==> src/rtl/cpu_pkg.sv <==
// Shared CPU datapath constants: ALU control encodings, ALUOp codes and opcodes
// decoded by the execute/memory slice.
package cpu_pkg;

  localparam int DATA_W = 16;

  // ALUCtrl: [3] invert A, [2] negate B (carry-in 1), [1:0] 00 AND, 01 OR, 10 ADD, 11 SLT
  localparam logic [3:0] ALU_AND = 4'b0000;
  localparam logic [3:0] ALU_OR  = 4'b0001;
  localparam logic [3:0] ALU_ADD = 4'b0010;
  localparam logic [3:0] ALU_SUB = 4'b0110;
  localparam logic [3:0] ALU_SLT = 4'b0111;
  localparam logic [3:0] ALU_NOR = 4'b1100;

  localparam logic [1:0] ALUOP_MEM    = 2'b00;
  localparam logic [1:0] ALUOP_BRANCH = 2'b01;
  localparam logic [1:0] ALUOP_RTYPE  = 2'b10;
  localparam logic [1:0] ALUOP_ITYPE  = 2'b11;

  localparam logic [3:0] OPC_R0   = 4'b0000;
  localparam logic [3:0] OPC_R1   = 4'b0001;
  localparam logic [3:0] OPC_ADDI = 4'b0100;
  localparam logic [3:0] OPC_SUBI = 4'b0101;
  localparam logic [3:0] OPC_ANDI = 4'b0110;
  localparam logic [3:0] OPC_ORI  = 4'b0111;
  localparam logic [3:0] OPC_SLTI = 4'b1000;

endpackage

==> src/rtl/exec_mem_unit_if.sv <==
// Operand/control bundle between the operand mux/CU and the execute-memory slice,
// plus the results returned towards branch logic and write-back.
interface exec_mem_unit_if;
  logic [1:0]  ALUOp;
  logic [3:0]  Opcode;
  logic [1:0]  Funct;
  logic [15:0] OpA;
  logic [15:0] OpB;
  logic [15:0] StoreData;
  logic        MemRead;
  logic        MemWrite;
  logic [3:0]  ALUCtrl;
  logic [15:0] ALUResult;
  logic        Zero;
  logic        Overflow;
  logic        CarryOut;
  logic [15:0] MemReadData;

  modport master (
    output ALUOp, Opcode, Funct, OpA, OpB, StoreData, MemRead, MemWrite,
    input  ALUCtrl, ALUResult, Zero, Overflow, CarryOut, MemReadData
  );

  modport slave (
    input  ALUOp, Opcode, Funct, OpA, OpB, StoreData, MemRead, MemWrite,
    output ALUCtrl, ALUResult, Zero, Overflow, CarryOut, MemReadData
  );
endinterface

==> src/rtl/exec_mem_dmem.sv <==
// Byte-addressed data memory holding big-endian 16-bit words; combinational read,
// posedge write, asynchronous clear of every byte while Reset_n is low.
module exec_mem_dmem #(
  parameter int MEM_BYTES = 128
) (
  input  logic                           Clock,
  input  logic                           Reset_n,
  input  logic [$clog2(MEM_BYTES)-2:0]   word_addr,
  input  logic [15:0]                    wdata,
  input  logic                           we,
  input  logic                           re,
  output logic [15:0]                    rdata
);

  logic [7:0] mem [MEM_BYTES];

  // Reset has priority, so a write requested while Reset_n is low is dropped.
  always_ff @(posedge Clock or negedge Reset_n) begin
    if (!Reset_n) begin
      for (int i = 0; i < MEM_BYTES; i++) begin
        mem[i] <= 8'h00;
      end
    end else if (we) begin
      mem[{word_addr, 1'b0}] <= wdata[15:8];
      mem[{word_addr, 1'b1}] <= wdata[7:0];
    end
  end

  always_comb begin
    rdata = 16'h0000;
    if (re) begin
      rdata = {mem[{word_addr, 1'b0}], mem[{word_addr, 1'b1}]};
    end
  end

endmodule

==> src/rtl/exec_mem_unit.sv <==
// Execute/memory slice of the single-cycle CPU: ALU control decode, 16-bit ALU
// and the data memory addressed by the ALU result.
module exec_mem_unit
  import cpu_pkg::*;
#(
  parameter int MEM_BYTES = 128
) (
  input  logic             Clock,
  input  logic             Reset_n,
  exec_mem_unit_if.slave   bus
);

  localparam int AW = $clog2(MEM_BYTES);

  logic [3:0]               alu_ctrl;
  logic signed [DATA_W-1:0] a_op;
  logic signed [DATA_W-1:0] b_op;
  logic [DATA_W:0]          sum;
  logic [DATA_W-1:0]        alu_res;
  logic                     arith;
  logic                     ovf;

  always_comb begin
    alu_ctrl = ALU_ADD;
    unique case (bus.ALUOp)
      ALUOP_MEM:    alu_ctrl = ALU_ADD;
      ALUOP_BRANCH: alu_ctrl = ALU_SUB;
      ALUOP_RTYPE: begin
        if (bus.Opcode == OPC_R0) begin
          unique case (bus.Funct)
            2'b00:   alu_ctrl = ALU_AND;
            2'b01:   alu_ctrl = ALU_OR;
            2'b10:   alu_ctrl = ALU_ADD;
            default: alu_ctrl = ALU_SUB;
          endcase
        end else if (bus.Opcode == OPC_R1) begin
          if (bus.Funct == 2'b00)      alu_ctrl = ALU_SLT;
          else if (bus.Funct == 2'b01) alu_ctrl = ALU_NOR;
          else                         alu_ctrl = ALU_ADD;
        end
      end
      default: begin
        unique case (bus.Opcode)
          OPC_ADDI: alu_ctrl = ALU_ADD;
          OPC_SUBI: alu_ctrl = ALU_SUB;
          OPC_ANDI: alu_ctrl = ALU_AND;
          OPC_ORI:  alu_ctrl = ALU_OR;
          OPC_SLTI: alu_ctrl = ALU_SLT;
          default:  alu_ctrl = ALU_ADD;
        endcase
      end
    endcase
  end

  // One adder serves ADD, SUB and SLT; NOR is AND of the inverted operands.
  always_comb begin
    a_op  = alu_ctrl[3] ? ~bus.OpA : bus.OpA;
    b_op  = alu_ctrl[2] ? ~bus.OpB : bus.OpB;
    sum   = {1'b0, a_op} + {1'b0, b_op} + {{DATA_W{1'b0}}, alu_ctrl[2]};
    arith = alu_ctrl[1];
    ovf   = arith && (a_op[DATA_W-1] == b_op[DATA_W-1]) && (sum[DATA_W-1] != a_op[DATA_W-1]);
    unique case (alu_ctrl[1:0])
      2'b00:   alu_res = a_op & b_op;
      2'b01:   alu_res = a_op | b_op;
      2'b10:   alu_res = sum[DATA_W-1:0];
      default: alu_res = {{(DATA_W-1){1'b0}}, sum[DATA_W-1] ^ ovf};
    endcase
  end

  assign bus.ALUCtrl   = alu_ctrl;
  assign bus.ALUResult = alu_res;
  assign bus.Zero      = (alu_res == '0);
  assign bus.Overflow  = ovf;
  assign bus.CarryOut  = arith & sum[DATA_W];

  exec_mem_dmem #(
    .MEM_BYTES (MEM_BYTES)
  ) u_dmem (
    .Clock     (Clock),
    .Reset_n   (Reset_n),
    .word_addr (alu_res[AW-1:1]),
    .wdata     (bus.StoreData),
    .we        (bus.MemWrite),
    .re        (bus.MemRead),
    .rdata     (bus.MemReadData)
  );

endmodule

==> src/flat_wrapper.sv <==
// flat-port wrapper written by rule: the top's interface ports become plain ports
module exec_mem_unit_flat import cpu_pkg::*;
#(
  parameter int MEM_BYTES = 128
)
  (Clock, Reset_n, bus_ALUOp, bus_Opcode, bus_Funct, bus_OpA, bus_OpB, bus_StoreData, bus_MemRead, bus_MemWrite, bus_ALUCtrl, bus_ALUResult, bus_Zero, bus_Overflow, bus_CarryOut, bus_MemReadData);
  exec_mem_unit_if bus_i ();
  input  logic Clock;
  input  logic Reset_n;
  input wire logic [$bits(bus_i.ALUOp)-1:0] bus_ALUOp;
  input wire logic [$bits(bus_i.Opcode)-1:0] bus_Opcode;
  input wire logic [$bits(bus_i.Funct)-1:0] bus_Funct;
  input wire logic [$bits(bus_i.OpA)-1:0] bus_OpA;
  input wire logic [$bits(bus_i.OpB)-1:0] bus_OpB;
  input wire logic [$bits(bus_i.StoreData)-1:0] bus_StoreData;
  input wire logic [$bits(bus_i.MemRead)-1:0] bus_MemRead;
  input wire logic [$bits(bus_i.MemWrite)-1:0] bus_MemWrite;
  output wire logic [$bits(bus_i.ALUCtrl)-1:0] bus_ALUCtrl;
  output wire logic [$bits(bus_i.ALUResult)-1:0] bus_ALUResult;
  output wire logic [$bits(bus_i.Zero)-1:0] bus_Zero;
  output wire logic [$bits(bus_i.Overflow)-1:0] bus_Overflow;
  output wire logic [$bits(bus_i.CarryOut)-1:0] bus_CarryOut;
  output wire logic [$bits(bus_i.MemReadData)-1:0] bus_MemReadData;
  assign bus_i.ALUOp = bus_ALUOp;
  assign bus_i.Opcode = bus_Opcode;
  assign bus_i.Funct = bus_Funct;
  assign bus_i.OpA = bus_OpA;
  assign bus_i.OpB = bus_OpB;
  assign bus_i.StoreData = bus_StoreData;
  assign bus_i.MemRead = bus_MemRead;
  assign bus_i.MemWrite = bus_MemWrite;
  assign bus_ALUCtrl = bus_i.ALUCtrl;
  assign bus_ALUResult = bus_i.ALUResult;
  assign bus_Zero = bus_i.Zero;
  assign bus_Overflow = bus_i.Overflow;
  assign bus_CarryOut = bus_i.CarryOut;
  assign bus_MemReadData = bus_i.MemReadData;
  exec_mem_unit #(.MEM_BYTES(MEM_BYTES)) u_core (.Clock(Clock), .Reset_n(Reset_n), .bus(bus_i));
endmodule
==> config.mk <==
export PLATFORM = sky130hd
export DESIGN_NAME = exec_mem_unit_flat
export DESIGN_NICKNAME = d
export VERILOG_FILES = /design/src/rtl/cpu_pkg.sv /design/src/rtl/exec_mem_unit_if.sv /design/src/rtl/exec_mem_dmem.sv /design/src/rtl/exec_mem_unit.sv /design/src/flat_wrapper.sv
export SDC_FILE = /design/constraint.sdc
export NUM_CORES = 2
export LEC_CHECK = 0
export BUFFER_PORTS_ARGS = -buffer_cell sky130_fd_sc_hd__buf_2
export CAP_MARGIN = 20
export CORE_ASPECT_RATIO = 1.5
export CORE_MARGIN = 1
export CORE_UTILIZATION = 55
export DETAILED_ROUTE_END_ITERATION = 7
export MAX_ROUTING_LAYER = met4
export PLACE_DENSITY = 0.71
export SYNTH_ARGS = -nofsm -noshare
export SYNTH_HDL_FRONTEND = slang
export SYNTH_SLANG_ARGS = --single-unit
==> constraint.sdc <==
create_clock -name Clock -period 24.4 [get_ports Clock]
set_input_delay 4.88 -clock Clock [delete_from_list [all_inputs] [get_ports Clock]]
set_output_delay 4.88 -clock Clock [all_outputs]
set_load 0.05 [all_outputs]
; Word level (Yosys, flattened, before mapping)
; Cells that the tools add are included.
[word_totals]
reg_bits = 1024
output_inout_bits = 39
wordCells = 187
[classes]
addsub = 2
order_cmp = 4
n_eq_ne = 13
mux = 23
n_bitwise = 8
n_reduce_logical = 9
[op_table]
columns = cell, count
row1 = bitwise mux 1024 bit, 2
row2 = binary-select mux 8 bit (select 7 bit), 2
row3 = demux 8 bit (select 7 bit), 2
row4 = 2-to-1 mux 16 bit, 3
row5 = 2-to-1 mux 8 bit, 6
row6 = one-hot mux 16 bit (3 select lines), 1
row7 = inverter 16 bit, 2
row8 = adder 16 x 16 -> 17 bit, 1
row9 = adder 17 x 1 -> 17 bit, 1
row10 = AND 16 bit, 1
row11 = greater-or-equal comparator 8 bit (second input constant), 2
row12 = zero test 16 bit, 1
row13 = < comparator 8 x 1 -> 1 bit (second input constant), 2
row14 = 2-to-1 mux 4 bit, 4
row15 = inverter 7 -> 8 bit, 2
row16 = bitwise OR 16 bit, 1
row17 = equality test 4 x 3 -> 1 bit (second input constant), 3
row18 = one-hot mux 3 bit (4 select lines), 1
row19 = one-hot mux 4 bit (3 select lines), 1
row20 = one-hot mux 3 bit (3 select lines), 1
row21 = equality test 2 x 1 -> 1 bit (second input constant), 3
row22 = equality test 2 bit (second input constant), 3
row23 = zero test 2 bit, 3
row24 = equality test 4 x 1 -> 1 bit (second input constant), 1
row25 = 7 further kinds, 10

; Depth between registers and ports, before layout
[depth]
ltp_word = 20
ltp_mapped = 24
depth_no_buf = 19

; Cells and area by module
; From an unflattened synthesis, not the netlist that was laid out.
[unflattened]
hier_cells = 3811
hier_area_um2 = 48736.7
[by_module_without_submodules]
columns = mod, n_inst, cells_per_inst, area_each_um2, seq_area_each_um2
row1 = exec_mem_dmem, 1, 3534, 46784.9, 25624.6
row2 = exec_mem_unit, 1, 277, 1951.9, 0.0

; Worst setup path after synthesis
; No wires, ideal clock.
[synth_timing]
path_type = input to output
startpoint = input bus_ALUOp[0]
endpoint = output bus_MemReadData[14]
t_arrival_ns = 11.742
required_ns = 19.520
setup_slack_ns = 7.778
stages = 18
n_path_buf = 4
cell_sequence = buf_2 or4_4 nor3_1 clkbuf_1 xor2_1 fa_1 a211oi_1 o21ai_0 nand2_1 a32o_1 buf_2 nor2_2 nand2_1 buf_2 nor2_1 a31oi_1 o2111ai_1 a2111oi_0
[synth_via]
elab_chain_len = 11
word_cells_on_any_way = 19
cone_classes = add/sub: 2 / eq/ne: 4 / mux: 8 / bitwise: 3 / reduce/logical: 2
[synth_lines]
columns = item, line
row1 = from (decl), flat_wrapper.sv:10  ; input wire logic [$bits(bus_i.ALUOp)-1:0] bus_ALUOp;
row2 = equality test 2 bit (tied with other cells), exec_mem_unit.sv:25  ; unique case (bus.ALUOp)
row3 = one-hot mux 4 bit (3 select lines) (*), exec_mem_unit.sv:25
row4 = 2-to-1 mux 16 bit (on tied branches), "exec_mem_unit.sv:57, exec_mem_unit.sv:58"
row5 = adder 16 x 16 -> 17 bit, exec_mem_unit.sv:59  ; sum = {1'b0, a_op} + {1'b0, b_op} + {{DATA_W{1'b0}}, alu_ctrl[2]};
row6 = adder 17 x 1 -> 17 bit, exec_mem_unit.sv:59
row7 = one-hot mux 16 bit (3 select lines) (*), exec_mem_unit.sv:62  ; unique case (alu_ctrl[1:0])
row8 = net bus_ALUResult[6], flat_wrapper.sv:19  ; output wire logic [$bits(bus_i.ALUResult)-1:0] bus_ALUResult;
row9 = inverter 7 -> 8 bit (implied by the code) (*), exec_mem_dmem.sv:32  ; rdata = {mem[{word_addr, 1'b0}], mem[{word_addr, 1'b1}]};
row10 = binary-select mux 8 bit (select 7 bit) (*), exec_mem_dmem.sv:32
row11 = 2-to-1 mux 8 bit (implied by the code) (*) (2 in a row), exec_mem_dmem.sv:32
row12 = 2-to-1 mux 16 bit (*), exec_mem_dmem.sv:31  ; if (re) begin
row13 = to (decl), flat_wrapper.sv:23  ; output wire logic [$bits(bus_i.MemReadData)-1:0] bus_MemReadData;
; Mark *: on every way through the listed nets, which the timed path passes. The rest lies on a longest branch. The select of a mux whose other input is x is not followed.

; Final worst setup path
[layout_timing]
startpoint = input bus_Funct[1]
endpoint = output bus_MemReadData[13]
[layout_via]
elab_chain_len = 15
word_cells_on_any_way = 24
cone_classes = add/sub: 2 / eq/ne: 4 / mux: 13 / bitwise: 3 / reduce/logical: 2
[layout_lines]
columns = item, line
row1 = from (decl), flat_wrapper.sv:12  ; input wire logic [$bits(bus_i.Funct)-1:0] bus_Funct;
row2 = equality test 2 x 1 -> 1 bit, "exec_mem_unit.sv:30, exec_mem_unit.sv:38"
row3 = 2-to-1 mux 4 bit, exec_mem_unit.sv:38  ; else if (bus.Funct == 2'b01) alu_ctrl = ALU_NOR;
row4 = 2-to-1 mux 4 bit, exec_mem_unit.sv:37  ; if (bus.Funct == 2'b00) alu_ctrl = ALU_SLT;
row5 = 2-to-1 mux 4 bit, exec_mem_unit.sv:36  ; end else if (bus.Opcode == OPC_R1) begin
row6 = 2-to-1 mux 4 bit (*), exec_mem_unit.sv:29  ; if (bus.Opcode == OPC_R0) begin
row7 = one-hot mux 4 bit (3 select lines) (*), exec_mem_unit.sv:25
row8 = 2-to-1 mux 16 bit (on tied branches), "exec_mem_unit.sv:57, exec_mem_unit.sv:58"
row9 = adder 16 x 16 -> 17 bit, exec_mem_unit.sv:59
row10 = adder 17 x 1 -> 17 bit, exec_mem_unit.sv:59
row11 = one-hot mux 16 bit (3 select lines) (*), exec_mem_unit.sv:62
row12 = inverter 7 -> 8 bit (implied by the code) (*), exec_mem_dmem.sv:32
row13 = binary-select mux 8 bit (select 7 bit) (*), exec_mem_dmem.sv:32
row14 = 2-to-1 mux 8 bit (implied by the code) (*) (2 in a row), exec_mem_dmem.sv:32
row15 = 2-to-1 mux 16 bit (*), exec_mem_dmem.sv:31
; Every way passes the cells marked *; elsewhere a longest branch is shown, timed or not. The select of a mux whose other input is x is not followed.

==> results.yml <==
worst_setup_path:
  worstSetupPathType: "in2out"
  r2r_slack_ns: 23.48
  worstRegToRegCells: 1
  end_kind: "primary output"
  critPathRequiredTime_ns: 19.52
  cp.arrival_ns: 11.98
  r2r-start: "u_core.u_dmem.mem[16]"
  r2r_end: "u_core.u_dmem.mem[16]"
  critPathLaunchType: "primary input"
  path_max_fanout: 37
clock_tree:
  clockBufferDepth: 3
  cts_num_sinks: 1024
  hold_buffers: 0
  post_cts_buffers: 0
  numCtsBuffers: 94
  worstSkewPairLatency_ns: 0.70
  path_clk_slew_ns: 0.06
  cts-root-buf: "clkbuf_16"
  h-tree-depth: 3
  cts.repair.resized: 0
  cts_tree: "done"
detailed_routing:
  route.top_layer_used: "met4"
  drc_errors: 0
  wl_per_cell_microns: 30.0
  wl_met2_microns: 76600
  drt-met1-wl_microns: 60100
  drt_iter0_drc: 4308
  vias: 36950
  viasPerCell: 6.67
  wl_microns: 166000
  wl_met3_microns: 14500
  final_antenna_net_count: 0
  drtPass1Iterations: 8
final_layout:
  fillers: 7043
  layout-drive-gt1-share: 0.336
  syn2layout_area_growth_pct: 9.88
  register_area_sq_mm: 0.0256
  utilization: 0.610
  fin_area_sq_mm: 0.0542
  largest_register_ffs: 1024
  reg_top3: "u_core.u_dmem.mem x1024"
  top_register: "u_core.u_dmem.mem"
  nNetsFinal: 4382
  multi_input_area_sq_mm: 0.0220
  final_cells: 5537
grt:
  grt_usage: 0.383
  grt_pass1_wl_microns: 248000
  antenna_found_initial: 14
  grt_max_degree: 179
  gr-total-overflow: 0
  first_global_vias: 36774
sta:
  finClkSkew_ns: 0
  final.period_utilization: 0.691
  fin_crit_ns: 16.86
  rsz0062_at_grt: "no"
  setup_viol: 0
  hold_viol_final: 0
  fin_tns_setup_ns: 0
  fmax_mhz: 59.3
  worst_slew_pin_slew_ns: 1.26
  relSlewSlack: 0.154
  finalMaxSlewViolations: 0
placement:
  numPortBuffers: 98
  postPlaceCellArea_sq_mm: 0.0508
  gp_congestion: 0.969
  dp.cells: 5344
  dp_hpwl_microns: 102000
yosys:
  syn-num-nets: 4420
  avgSynthCellArea_sq_um: 11.4
  synth_seq_area_share: 0.520
  synthCells: 4327
  synth_edf_count: 0
  ys_seq_elements: 1024
  syn_area_sq_mm: 0.0493
  synth_top_area_cell: "dfrtp_1"
  synth_cell_types: 96
  synthMostInstantiatedCell: "dfrtp_1"
  ys_warn_count: 0
  synthArstFlopShare: 1.00
  synth_common_cells: "dfrtp_1 (1024), mux2_2 (999), nand2_1 (594)"
  synth_ff_type: "dfrtp_1"
  netlist.area_leader.share: 0.520
  synthTopCellsByArea: "dfrtp_1 (52%), mux2_2 (23%), nand2_1 (4.5%), nand3_1 (1.8%), nor2_1 (1.5%)"
floorplan:
  dieWidth_microns: 246
  initial_core_util: 0.555
  dieArea_sq_mm: 0.0909
  core_sq_mm: 0.0889
  row_count: 134
  die_y_microns: 369
  io_pins: 99
worst_hold_path:
  hold_depth: 1
  holdCritStartpoint: "u_core.u_dmem.mem[980]"
  hold_path.class: "reg2reg"
  min_to: "u_core.u_dmem.mem[980]"
power_and_ir_drop:
  powerDensity_mw_per_mm2: 119
  ir_drop_mv: 0.0612
  leakagePower_nw: 25.0
run_status:
  status: "completed"
run:
  drv_cap: 0
==> critical path, cell delays in order <==
cell	delay (ns)
buf_2	0.13
nand2b_1	0.15
a2111oi_2	0.56
o21ai_2	0.08
buf_4	0.25
xor2_1	0.23
inv_1	0.11
fa_1	0.48
nand3_1	0.19
a21oi_1	0.41
nor2_4	0.08
inv_4	0.32
buf_4	0.59
buf_4	0.63
nand2_1	0.10
a311oi_1	0.29
o22ai_1	0.22
nand2_1	0.20
nand4_1	0.46
nor4_1	1.04
buf_2	0.42
==> worst max path at each step <==
stage,start,cells past startpoint,slack (ns),end
floorplan,bus_ALUOp[0],18,7.78,bus_MemReadData[14]
global placement,bus_Funct[1],22,7.94,bus_MemReadData[12]
detailed placement,bus_Opcode[3],20,7.96,bus_MemReadData[4]
CTS,bus_Funct[1],20,7.93,bus_MemReadData[4]
global route,bus_Opcode[3],21,7.42,bus_MemReadData[13]
finish,bus_Funct[1],21,7.54,bus_MemReadData[13]
==> metrics by stage <==
stage	hold slack, ns	power, W	setup WS, ns
final	0.485	0.00646	7.54
after global routing	0.496	0.00670	7.42
after CTS	0.488	0.00639	7.93
after detailed placement	0.474	0.00484	7.96
after global placement	0.464	0.00477	7.94
after floorplan	0.452	0.00402	7.78
==> cells by family (layout without fill, tap and decap cells) <==
| group | Yosys count | count (layout) | synth area share |
|---|---|---|---|
| AO/OA/AOI/OAI | 594 | 594 | 0.0800 |
| XOR/XNOR | 42 | 42 | 0.00746 |
| adder cells (fa/ha/maj) | 33 | 33 | 0.00853 |
| buffers and inverters | 411 | 449 | 0.0356 |
| flip-flops | 1024 | 1024 | 0.520 |
| multiplexers | 1082 | 1082 | 0.246 |
| other | 0 | 16 | 0 |
| AND/OR/NAND/NOR | 1141 | 1141 | 0.103 |
==> layout by cell type, fill, tap and decap left out, types with 19 or more instances in the layout <==
master and n:
a211oi_1 19, nand2_1 594, a311oi_1 27, nor2_2 38, inv_1 40, xor2_1 25
a31oi_1 68, o22ai_1 84, nor2_1 197, o21ai_0 121, clkbuf_1 24, buf_2 97
buf_4 121, mux2_1 39, clkbuf_16 99, clkbuf_8 21, and3_1 23, o211ai_1 22
o221ai_1 35, mux2i_1 44, a21oi_1 98, dfrtp_1 1024, ha_1 32, mux2_2 999
nand3_1 172
==> layer usage <==
| metal | vias to the layer above | track usage |
|---|---|---|
| met1 | 18934 | 0.450 |
| li1 | 15271 | - |
| met3 | 673 | 0.0829 |
| met5 | - | - |
| met4 | 0 | 0.301 |
| met2 | 2072 | 0.567 |
==> area by class of cell <==
cell class | count | area share
diodes | 16 | 0.000739
well taps | 1156 | 0.0267
clock inverters | 28 | 0.00681
multi-input cells | 2892 | 0.407
clock buffers | 144 | 0.0527
repair buffers | 231 | 0.0300
flip-flops and latches | 1024 | 0.473
inverters | 46 | 0.00344
==> report_power, final <==
| part | switching [W] | leakage [nW] | internal, W |
|---|---|---|---|
| Combinational | 0.00135 | 9.78 | 0.000868 |
| Sequential | 0.000342 | 13.6 | 0.00234 |
| Clock | 0.000668 | 1.59 | 0.000891 |
| Total | 0.00236 | 25.0 | 0.00410 |
No activity file was read; power rests on OpenSTA's default activity.
